[config.mk]
export PLATFORM = sky130hd
export DESIGN_NAME = picomips_sequencer_flat
export DESIGN_NICKNAME = d
export VERILOG_FILES = /design/src/rtl/picomips_pkg.sv /design/src/rtl/picomips_sequencer_if.sv /design/src/rtl/sync_chain.sv /design/src/rtl/picomips_sequencer.sv /design/src/flat_wrapper.sv
export SDC_FILE = /design/constraint.sdc
export NUM_CORES = 1
export LEC_CHECK = 0
export ABC_AREA = 1
export BUFFER_PORTS_ARGS = -buffer_cell sky130_fd_sc_hd__buf_2
export CAP_MARGIN = 20
export CORE_UTILIZATION = 53
export CTS_BUF_LIST = sky130_fd_sc_hd__clkbuf_2
export DETAILED_ROUTE_END_ITERATION = 6
export GPL_TIMING_DRIVEN = 0
export PLACE_DENSITY_LB_ADDON = 0.3
export SLEW_MARGIN = 10
export SYNTH_ARGS = -nofsm -noshare
export SYNTH_HDL_FRONTEND = slang
export SYNTH_HIERARCHICAL = 1
export SYNTH_SLANG_ARGS = --single-unit
[constraint.sdc]
create_clock -name clk -period 2.1 [get_ports clk]
set_input_delay 0.105 -clock clk [delete_from_list [all_inputs] [get_ports clk]]
set_output_delay 0.105 -clock clk [all_outputs]
set_load 0.005 [all_outputs]
[src/rtl/picomips_pkg.sv]
// ---------------------------------------------------------------------------
// picomips_pkg : shared sequencer state type and default core sizes
// Rev 1.0
// ---------------------------------------------------------------------------
`default_nettype none

package picomips_pkg;

  localparam int PSIZE_DEFAULT      = 6;
  localparam int MUL_CYCLES_DEFAULT = 3;

  typedef enum logic {RUN, MULW} seq_state_t;

endpackage

`default_nettype wire

[src/rtl/picomips_sequencer_if.sv]
// ---------------------------------------------------------------------------
// picomips_sequencer_if : decoder <-> sequencer request/status bundle
// Rev 1.0
// ---------------------------------------------------------------------------
`default_nettype none

interface picomips_sequencer_if #(
  parameter int Psize = picomips_pkg::PSIZE_DEFAULT
);

  logic             PCincr;
  logic             PCrelbranch;
  logic [Psize-1:0] branch_off;
  logic             w_dec;
  logic             mul_dec;
  logic             readyin_raw;
  logic             readyin;
  logic [Psize-1:0] PCout;
  logic             w_en;
  logic             stall;

  // Decoder / environment side
  modport master (
    output PCincr, PCrelbranch, branch_off, w_dec, mul_dec, readyin_raw,
    input  readyin, PCout, w_en, stall
  );

  // Sequencer side
  modport slave (
    input  PCincr, PCrelbranch, branch_off, w_dec, mul_dec, readyin_raw,
    output readyin, PCout, w_en, stall
  );

endinterface

`default_nettype wire

[src/rtl/sync_chain.sv]
// ---------------------------------------------------------------------------
// sync_chain : SYNC_STAGES-deep flop chain for an asynchronous level input
// Rev 1.0
// ---------------------------------------------------------------------------
`default_nettype none

module sync_chain #(
  parameter int SYNC_STAGES = 2
) (
  input  logic clk,
  input  logic n_reset,
  input  logic d_i,
  output logic q_o
);

  logic [SYNC_STAGES-1:0] sync_q;

  always_ff @(posedge clk) begin
    if (!n_reset) begin
      sync_q <= '0;
    end else begin
      sync_q <= {sync_q[SYNC_STAGES-2:0], d_i};
    end
  end

  assign q_o = sync_q[SYNC_STAGES-1];

endmodule

`default_nettype wire

[src/rtl/picomips_sequencer.sv]
// ---------------------------------------------------------------------------
// picomips_sequencer : PC owner, MULI stall sequencer and readyin synchroniser
// Rev 1.0
// ---------------------------------------------------------------------------
`default_nettype none

module picomips_sequencer
  import picomips_pkg::*;
#(
  parameter int Psize       = PSIZE_DEFAULT,
  parameter int MUL_CYCLES  = MUL_CYCLES_DEFAULT,
  parameter int SYNC_STAGES = 2
) (
  input  logic                clk,
  input  logic                n_reset,
  picomips_sequencer_if.slave bus
);

  localparam int               CNT_W       = $clog2(MUL_CYCLES) + 1;
  localparam bit               MUL_STALLS  = (MUL_CYCLES > 1);
  localparam logic [CNT_W-1:0] CNT_INIT    = MUL_STALLS ? CNT_W'(MUL_CYCLES - 2) : '0;

  seq_state_t       state_q, state_d;
  logic [CNT_W-1:0] cnt_q,   cnt_d;
  logic [Psize-1:0] pc_q,    pc_d;
  logic             wen;
  logic             stl;

  always_comb begin
    state_d = state_q;
    cnt_d   = cnt_q;
    pc_d    = pc_q;
    wen     = 1'b0;
    stl     = 1'b0;
    case (state_q)
      RUN: begin
        if (MUL_STALLS && bus.mul_dec) begin
          state_d = MULW;
          cnt_d   = CNT_INIT;
          stl     = 1'b1;
        end else begin
          wen = bus.w_dec;
          // Equal widths make modular addition identical to a sign-extended add.
          if (bus.PCrelbranch) begin
            pc_d = pc_q + bus.branch_off;
          end else if (bus.PCincr) begin
            pc_d = pc_q + Psize'(1);
          end
        end
      end
      MULW: begin
        if (cnt_q != '0) begin
          cnt_d = cnt_q - CNT_W'(1);
          stl   = 1'b1;
        end else begin
          wen     = bus.w_dec;
          pc_d    = pc_q + Psize'(1);
          state_d = RUN;
        end
      end
      default: state_d = RUN;
    endcase
  end

  always_ff @(posedge clk) begin
    if (!n_reset) begin
      state_q <= RUN;
      cnt_q   <= '0;
      pc_q    <= '0;
    end else begin
      state_q <= state_d;
      cnt_q   <= cnt_d;
      pc_q    <= pc_d;
    end
  end

  // Reset suppresses both strobes so an abandoned multiply can never write.
  assign bus.w_en  = n_reset & wen;
  assign bus.stall = n_reset & stl;
  assign bus.PCout = pc_q;

  sync_chain #(
    .SYNC_STAGES (SYNC_STAGES)
  ) u_ready_sync (
    .clk     (clk),
    .n_reset (n_reset),
    .d_i     (bus.readyin_raw),
    .q_o     (bus.readyin)
  );

endmodule

`default_nettype wire

[src/flat_wrapper.sv]
// flat-port wrapper written by rule: the top's interface ports become plain ports
module picomips_sequencer_flat import picomips_pkg::*;
#(
  parameter int Psize       = PSIZE_DEFAULT,
  parameter int MUL_CYCLES  = MUL_CYCLES_DEFAULT,
  parameter int SYNC_STAGES = 2
)
  (clk, n_reset, bus_PCincr, bus_PCrelbranch, bus_branch_off, bus_w_dec, bus_mul_dec, bus_readyin_raw, bus_readyin, bus_PCout, bus_w_en, bus_stall);
  picomips_sequencer_if #(.Psize(Psize)) bus_i ();
  input  logic clk;
  input  logic n_reset;
  input wire logic [$bits(bus_i.PCincr)-1:0] bus_PCincr;
  input wire logic [$bits(bus_i.PCrelbranch)-1:0] bus_PCrelbranch;
  input wire logic [$bits(bus_i.branch_off)-1:0] bus_branch_off;
  input wire logic [$bits(bus_i.w_dec)-1:0] bus_w_dec;
  input wire logic [$bits(bus_i.mul_dec)-1:0] bus_mul_dec;
  input wire logic [$bits(bus_i.readyin_raw)-1:0] bus_readyin_raw;
  output wire logic [$bits(bus_i.readyin)-1:0] bus_readyin;
  output wire logic [$bits(bus_i.PCout)-1:0] bus_PCout;
  output wire logic [$bits(bus_i.w_en)-1:0] bus_w_en;
  output wire logic [$bits(bus_i.stall)-1:0] bus_stall;
  assign bus_i.PCincr = bus_PCincr;
  assign bus_i.PCrelbranch = bus_PCrelbranch;
  assign bus_i.branch_off = bus_branch_off;
  assign bus_i.w_dec = bus_w_dec;
  assign bus_i.mul_dec = bus_mul_dec;
  assign bus_i.readyin_raw = bus_readyin_raw;
  assign bus_readyin = bus_i.readyin;
  assign bus_PCout = bus_i.PCout;
  assign bus_w_en = bus_i.w_en;
  assign bus_stall = bus_i.stall;
  picomips_sequencer #(.Psize(Psize), .MUL_CYCLES(MUL_CYCLES), .SYNC_STAGES(SYNC_STAGES)) u_core (.clk(clk), .n_reset(n_reset), .bus(bus_i));
endmodule
==> results of run 1 <==
## through the flow
stage,cells,setup slack (ns)
floorplan,121,0.4730
global placement,157,0.3549
detailed placement,157,0.3336
CTS,162,0.3076
global route,162,0.1676
finish,162,0.3074
## cells in the final DEF (no fill, tap or decap), types with 2 or more instances in the layout
master and count:
buf_2 21, o21ai_1 3, clkbuf_2 3, o32ai_1 2
nand2_1 28, nand2_2 3, ha_1 8, inv_2 2
dfxtp_1 12, nand3b_1 2, a21oi_1 11, nand3_1 7
inv_1 22, o21ai_0 7, nor2_1 6
## final cells by class
class	instances	area (um^2)	area share
clock inverters	1	3.754	0.003846
flip-flops and latches	12	240.2	0.2462
well taps	15	18.77	0.01923
multi-input cells	85	493.0	0.5051
clock buffers	3	15.01	0.01538
repair buffers	22	115.1	0.1179
inverters	24	90.09	0.09231
## routing by layer
| layer | part of all wire | global-route usage |
|---|---|---|
| met1 | 0.47 | 0.2775 |
| met2 | 0.45 | 0.3750 |
| met3 | 0.067 | 0.06957 |
| met4 | 0.013 | 0.09032 |
| met5 | 0 | 0 |
## sequential cells by signal, indices dropped and copies added (netlist names)
signal,cells
u_core/bus.PCout,6
u_core/cnt_q,3
u_core/u_ready_sync/sync_q,2
u_core/state_q,1
## tightest hold or removal path, stage by stage
cell,delay [ns]
buf_2,0.15
nand2_1,0.07
inv_1,0.03
## cells by family (layout without fill, tap and decap cells)
logic type	Yosys count	count (layout)
buffers and inverters	24	50
AND/OR/NAND/NOR	49	49
flip-flops	12	12
XOR/XNOR	2	2
adder cells (fa/ha/maj)	9	9
AO/OA/AOI/OAI	25	25
## final timing paths
kind | to | slack [ns] | cells after the start
worst max register to register | u_core/bus.PCout[4]$_SDFFE_PN0P_ | 0.31 | 8
worst max-delay path | u_core/bus.PCout[4]$_SDFFE_PN0P_ | 0.31 | 8
worst min-delay path | u_core/u_ready_sync/sync_q[1]$_SDFF_PN0_ | 0.12 | 3
worst min register to register | u_core/u_ready_sync/sync_q[1]$_SDFF_PN0_ | 0.42 | 2
## power by group through the flow
stage | sequential [mW] | clock, mW | combinational, mW
after floorplan | 0.272 | 0 | 0.134
after global placement | 0.274 | 0 | 0.182
after detailed placement | 0.276 | 0 | 0.191
after CTS | 0.270 | 0.121 | 0.194
after global routing | 0.273 | 0.130 | 0.225
final | 0.270 | 0.114 | 0.195
==> flow_metrics.env, run 1 <==
export IMPL_fillers=135
export IMPL_p_sw_frac=0.3578
export IMPL_ir_worst_vdd_mv=0.4002
export IMPL_crit_chain="ha_1, inv_1, fa_1, nand3b_1, nand3_1, nand2_1, o21ai_1, a21oi_1"
export IMPL_ys_types=21
export IMPL_num_vias=848
export IMPL_yosysMostFrequentCell="nand2_1"
export IMPL_rsz0062_at_grt="false"
export IMPL_worstPathRequired_ns=2.26
export IMPL_synth_top_family_by_area="simple AND/OR/NAND/NOR gates"
export IMPL_post_cts_resize_count=0
export IMPL_outcome="complete, no violations"
export IMPL_finalCriticalPeriod_ns=1.793
export IMPL_synthesis_area_um2=823.3
export IMPL_synthMuxAreaShare=0
export IMPL_clockRootBuffer="clkbuf_2"
export IMPL_crit_type="reg2reg"
export IMPL_grt_overflow_total=0
export IMPL_ys_seq_area_frac=0.2918
export IMPL_cp_startpoint="u_core/bus.PCout[0]$_SDFFE_PN0P_"
export IMPL_numCtsBuffers=3
export IMPL_grt_max_degree=10
export IMPL_port_buffers=21
export IMPL_clkPwrFrac=0.197
export IMPL_power_switching_mw=0.2071
export IMPL_grt_pass1_wl_um=3070
export IMPL_dr_pass1_iters=4
export IMPL_fin_skew_ns=0.004280
export IMPL_cts_sinks=12
export IMPL_final_core_util=0.7143
export IMPL_cts_hold_buf=1
export IMPL_synthArstFlopShare=0
export IMPL_antenna_found_initial=0
export IMPL_crit_family="adder cells"
export IMPL_fin_crit_sh=0.8536
export IMPL_nets=170
export IMPL_tightest_slew_ns=0.3390
export IMPL_hold_violations=0
export IMPL_combinationalPowerShare=0.336
export IMPL_routed_wl_um=1738
export IMPL_path_max_fanout=8
export IMPL_drc=0
export IMPL_path_buf_inv=1
export IMPL_die_h_um=41.41
export IMPL_cts_tree="built"
export IMPL_synth_edff_count=0
export IMPL_synth_simple_area_share=0.2660
export IMPL_die_w_um=41.41
export IMPL_n_antenna_cell=0
export IMPL_min_delay_start="n_reset"
export IMPL_stdcell_area_um2=975.9
export IMPL_worstPathArrival_ns=1.95
export IMPL_hp_class="in2reg"
export IMPL_synth_top_cell_area_share=0.2918
export IMPL_synth_top_cell_by_area="dfxtp_1"
export IMPL_pwr_density_cell_nw_per_um2=593.0
export IMPL_grt_pass1_vias=748
export IMPL_final_layout_size_suffix_gt1_frac=0.2109
export IMPL_clockBufferDepth=2
export IMPL_pwr_share_seq=0.467
export IMPL_initial_core_util=0.6026
export IMPL_dp_hpwl_um=1359
export IMPL_cpMaxStageDelayCell="dfxtp_1"
export IMPL_synth_xor_area_frac=0.02128
export IMPL_ys_ff_latch=12
export IMPL_synthAdderAreaFrac=0.1459
export IMPL_worst_setup_path_start_kind="register"
export IMPL_ios=22
export IMPL_max_freq_mhz=557.9
export IMPL_die_area_um2=1715
export IMPL_maxSlewHeadroom=0.7722
export IMPL_cts_clk_slew_worst_paths_ns=0.11
export IMPL_postCtsSetupRepairBufs=0
export IMPL_track_usage=0.2284
export IMPL_max_stage_delay_ns=0.49
export IMPL_via_per_inst=5.235
export IMPL_area_growth_pct=18.54
export IMPL_p_leak_nw=0.5275
export IMPL_htreeDepth=1
export IMPL_p_int_mw=0.3716
export IMPL_finalMaxSlewViolations=0
export IMPL_core_area_um2=1366
export IMPL_power_mw=0.5787
export IMPL_whs_ns=0.1175
export IMPL_reg2reg_from="u_core/bus.PCout[0]$_SDFFE_PN0P_"
export IMPL_place_gp_congestion=0.8352
export IMPL_avgSynthCellArea_um2=6.804
export IMPL_setup_tns_ns=0
export IMPL_rows=13
export IMPL_dr_first_iter_drc_count=24
export IMPL_ant_nets=0
export IMPL_synth_common_cells="nand2_1, inv_1, dfxtp_1"
export IMPL_drv_cap=0
export IMPL_worstSetupEndpointType="register"
export IMPL_insertion_delay_ns=0.26
export IMPL_dpl_cell_area_um2=947.2
export IMPL_synth_compound_area_frac=0.1657
export IMPL_ys_warn_count=6
export IMPL_setup_violations=0
export IMPL_synthCells=121
export IMPL_syn_num_nets=143
export IMPL_wl_per_cell_um=10.73
export IMPL_synth_area_leaders="dfxtp_1, nand2_1, ha_1, inv_1, a21oi_1"
export IMPL_synthFlopType="dfxtp_1"
Power figures use the tool's default switching activity.
==> run 2, diff against run 1 <==
- clock period: 2.1 -> 1.7 ns (I/O delays scaled with it)
==> run 2 against run 1 <==
  * Hold slack got worse by 0.014 ns
  * Non-clock buffer count increased by 3
  * Die area unchanged
  * Routed wire length increased by 6.4%
  * Register-to-register slack got worse by 0.18 ns
  * Largest power group unchanged
==> flow_metrics.env, run 2 (same netlist as run 1, synthesis figures left out) <==
export IMPL_outcome="complete, no violations"
export IMPL_initial_core_util=0.6026
export IMPL_routed_wl_um=1849
export IMPL_drc=0
export IMPL_track_usage=0.2284
export IMPL_layout_setup_ws_ns=0.1054
export IMPL_ir_worst_vdd_mv=0.5148
export IMPL_numCtsBuffers=3
export IMPL_grt_overflow_total=0
export IMPL_tightest_slew_ns=0.3401
export IMPL_core_area_um2=1366
export IMPL_pwr_density_cell_nw_per_um2=728.4
export IMPL_ff2ff_path_depth=8
export IMPL_rows=13
export IMPL_max_freq_mhz=627.1
export IMPL_worst_setup_path_start_kind="register"
export IMPL_grt_pass1_wl_um=3070
export IMPL_final_common_cell="nand2_1"
export IMPL_cp_num_cells=10
export IMPL_ios=22
export IMPL_whs_ns=0.1040
export IMPL_die_h_um=41.41
export IMPL_fin_skew_ns=0.006796
export IMPL_maxSlewHeadroom=0.7715
export IMPL_area_growth_pct=23.71
export IMPL_place_gp_congestion=0.8352
export IMPL_finalCriticalPeriod_ns=1.595
export IMPL_critPathCapture="bus_w_en"
export IMPL_antenna_found_initial=0
export IMPL_crit_chain="inv_1, ha_1, ha_1, inv_2, nand2_2, nand2_4, inv_4, nand2_2, nor2_1, buf_2"
export IMPL_cts_tree="built"
export IMPL_layout_common_cells="nand2_1, buf_2, inv_1"
export IMPL_ant_nets=0
export IMPL_rrSetupSlack_ns=0.13
export IMPL_grt_pass1_vias=748
export IMPL_crit_family="adder cells"
export IMPL_die_area_um2=1715
export IMPL_hold_violations=0
export IMPL_min_delay_start="n_reset"
export IMPL_port_buffers=21
export IMPL_path_max_fanout=4
export IMPL_finalMaxSlewViolations=0
export IMPL_final_layout_size_suffix_gt1_frac=0.2733
export IMPL_wl_per_cell_um=11.21
export IMPL_htreeDepth=1
export IMPL_setup_tns_ns=0
export IMPL_p_leak_nw=0.5432
export IMPL_grt_max_degree=10
export IMPL_worstPathRequired_ns=1.62
export IMPL_final_core_util=0.7454
export IMPL_crit_type="reg2out"
export IMPL_fin_crit_sh=0.9380
export IMPL_reg2reg_from="u_core/bus.PCout[0]$_SDFFE_PN0P_"
export IMPL_via_per_inst=5.345
export IMPL_cts_sinks=12
export IMPL_worstSetupEndpointType="primary output"
export IMPL_clockRootBuffer="clkbuf_2"
export IMPL_r2r_end="u_core/bus.PCout[4]$_SDFFE_PN0P_"
export IMPL_cpMaxStageDelayCell="dfxtp_1"
export IMPL_setup_violations=0
export IMPL_insertion_delay_ns=0.26
export IMPL_cts_clk_slew_worst_paths_ns=0.11
export IMPL_max_stage_delay_ns=0.33
export IMPL_cp_startpoint="u_core/cnt_q[0]$_SDFFE_PN0P_"
export IMPL_hp_class="in2reg"
export IMPL_clockBufferDepth=2
export IMPL_largest_reg_flops=6
export IMPL_nets=173
export IMPL_worstPathArrival_ns=1.51
export IMPL_path_buf_inv=4
export IMPL_dr_pass1_iters=4
export IMPL_num_vias=882
export IMPL_dp_hpwl_um=1359
export IMPL_die_w_um=41.41
export IMPL_dr_first_iter_drc_count=23
export IMPL_pre_cts_ws_ns=-0.06640
export IMPL_n_antenna_cell=0
export IMPL_drv_cap=0
==> run 2: layout make-up <==
cell class	instances	area (um^2)
clock buffer	3	15.01
fill	122	347.8
clock inverter	1	3.754
multi-input combinational	85	505.5
sequential	12	245.2
tap	15	18.77
timing repair buffer	25	137.6
inverter	24	92.59
==> run 2: tightest hold or removal path, cell delays in order <==
cell	delay, ns
buf_2	0.15
nand2_1	0.07
inv_1	0.03
==> run 2: how the worst min path moves through the flow <==
| stage | to | slack [ns] | depth (start not counted) |
|---|---|---|---|
| after global routing | u_core/u_ready_sync/sync_q[1]$_SDFF_PN0_ | 0.10 | 3 |
| after CTS | u_core/u_ready_sync/sync_q[1]$_SDFF_PN0_ | 0.08 | 3 |
| final | u_core/u_ready_sync/sync_q[1]$_SDFF_PN0_ | 0.10 | 3 |
| after detailed placement | u_core/u_ready_sync/sync_q[0]$_SDFF_PN0_ | 0.27 | 3 |
| after floorplan | u_core/u_ready_sync/sync_q[0]$_SDFF_PN0_ | 0.18 | 2 |
| after global placement | u_core/u_ready_sync/sync_q[0]$_SDFF_PN0_ | 0.26 | 3 |
==> run 2: routing by layer <==
metal	track usage	vias up	part of all wire
met2	0.3750	36	0.48
li1	-	449	-
met3	0.06957	4	0.060
met5	0	-	0
met1	0.2775	393	0.45
met4	0.09032	0	0.012
==> run 2: repair_timing <==
action                                 in CTS  in global routing
setup endpoints to repair                   2                  4
endpoints found under the hold margin       1                  0
pin swaps                                   1                  1
hold buffers                                1                  0
setup buffers                               0                  3
resized for setup                           3                  7
==> run 2: through the flow <==
step / std cells / total power, mW / cell area, um^2
floorplan: 121 / 0.5021 / 823.3
global placement: 157 / 0.5637 / 947.2
detailed placement: 157 / 0.5766 / 947.2
CTS: 162 / 0.7255 / 979.7
global route: 165 / 0.8057 / 1018
finish: 165 / 0.7419 / 1018
==> run 2: power by group <==
part	total (mW)	internal [mW]	switching, mW
registers	0.332	0.308	0.0244
clock network	0.140	0.0511	0.0893
logic	0.270	0.116	0.154
total	0.742	0.474	0.268
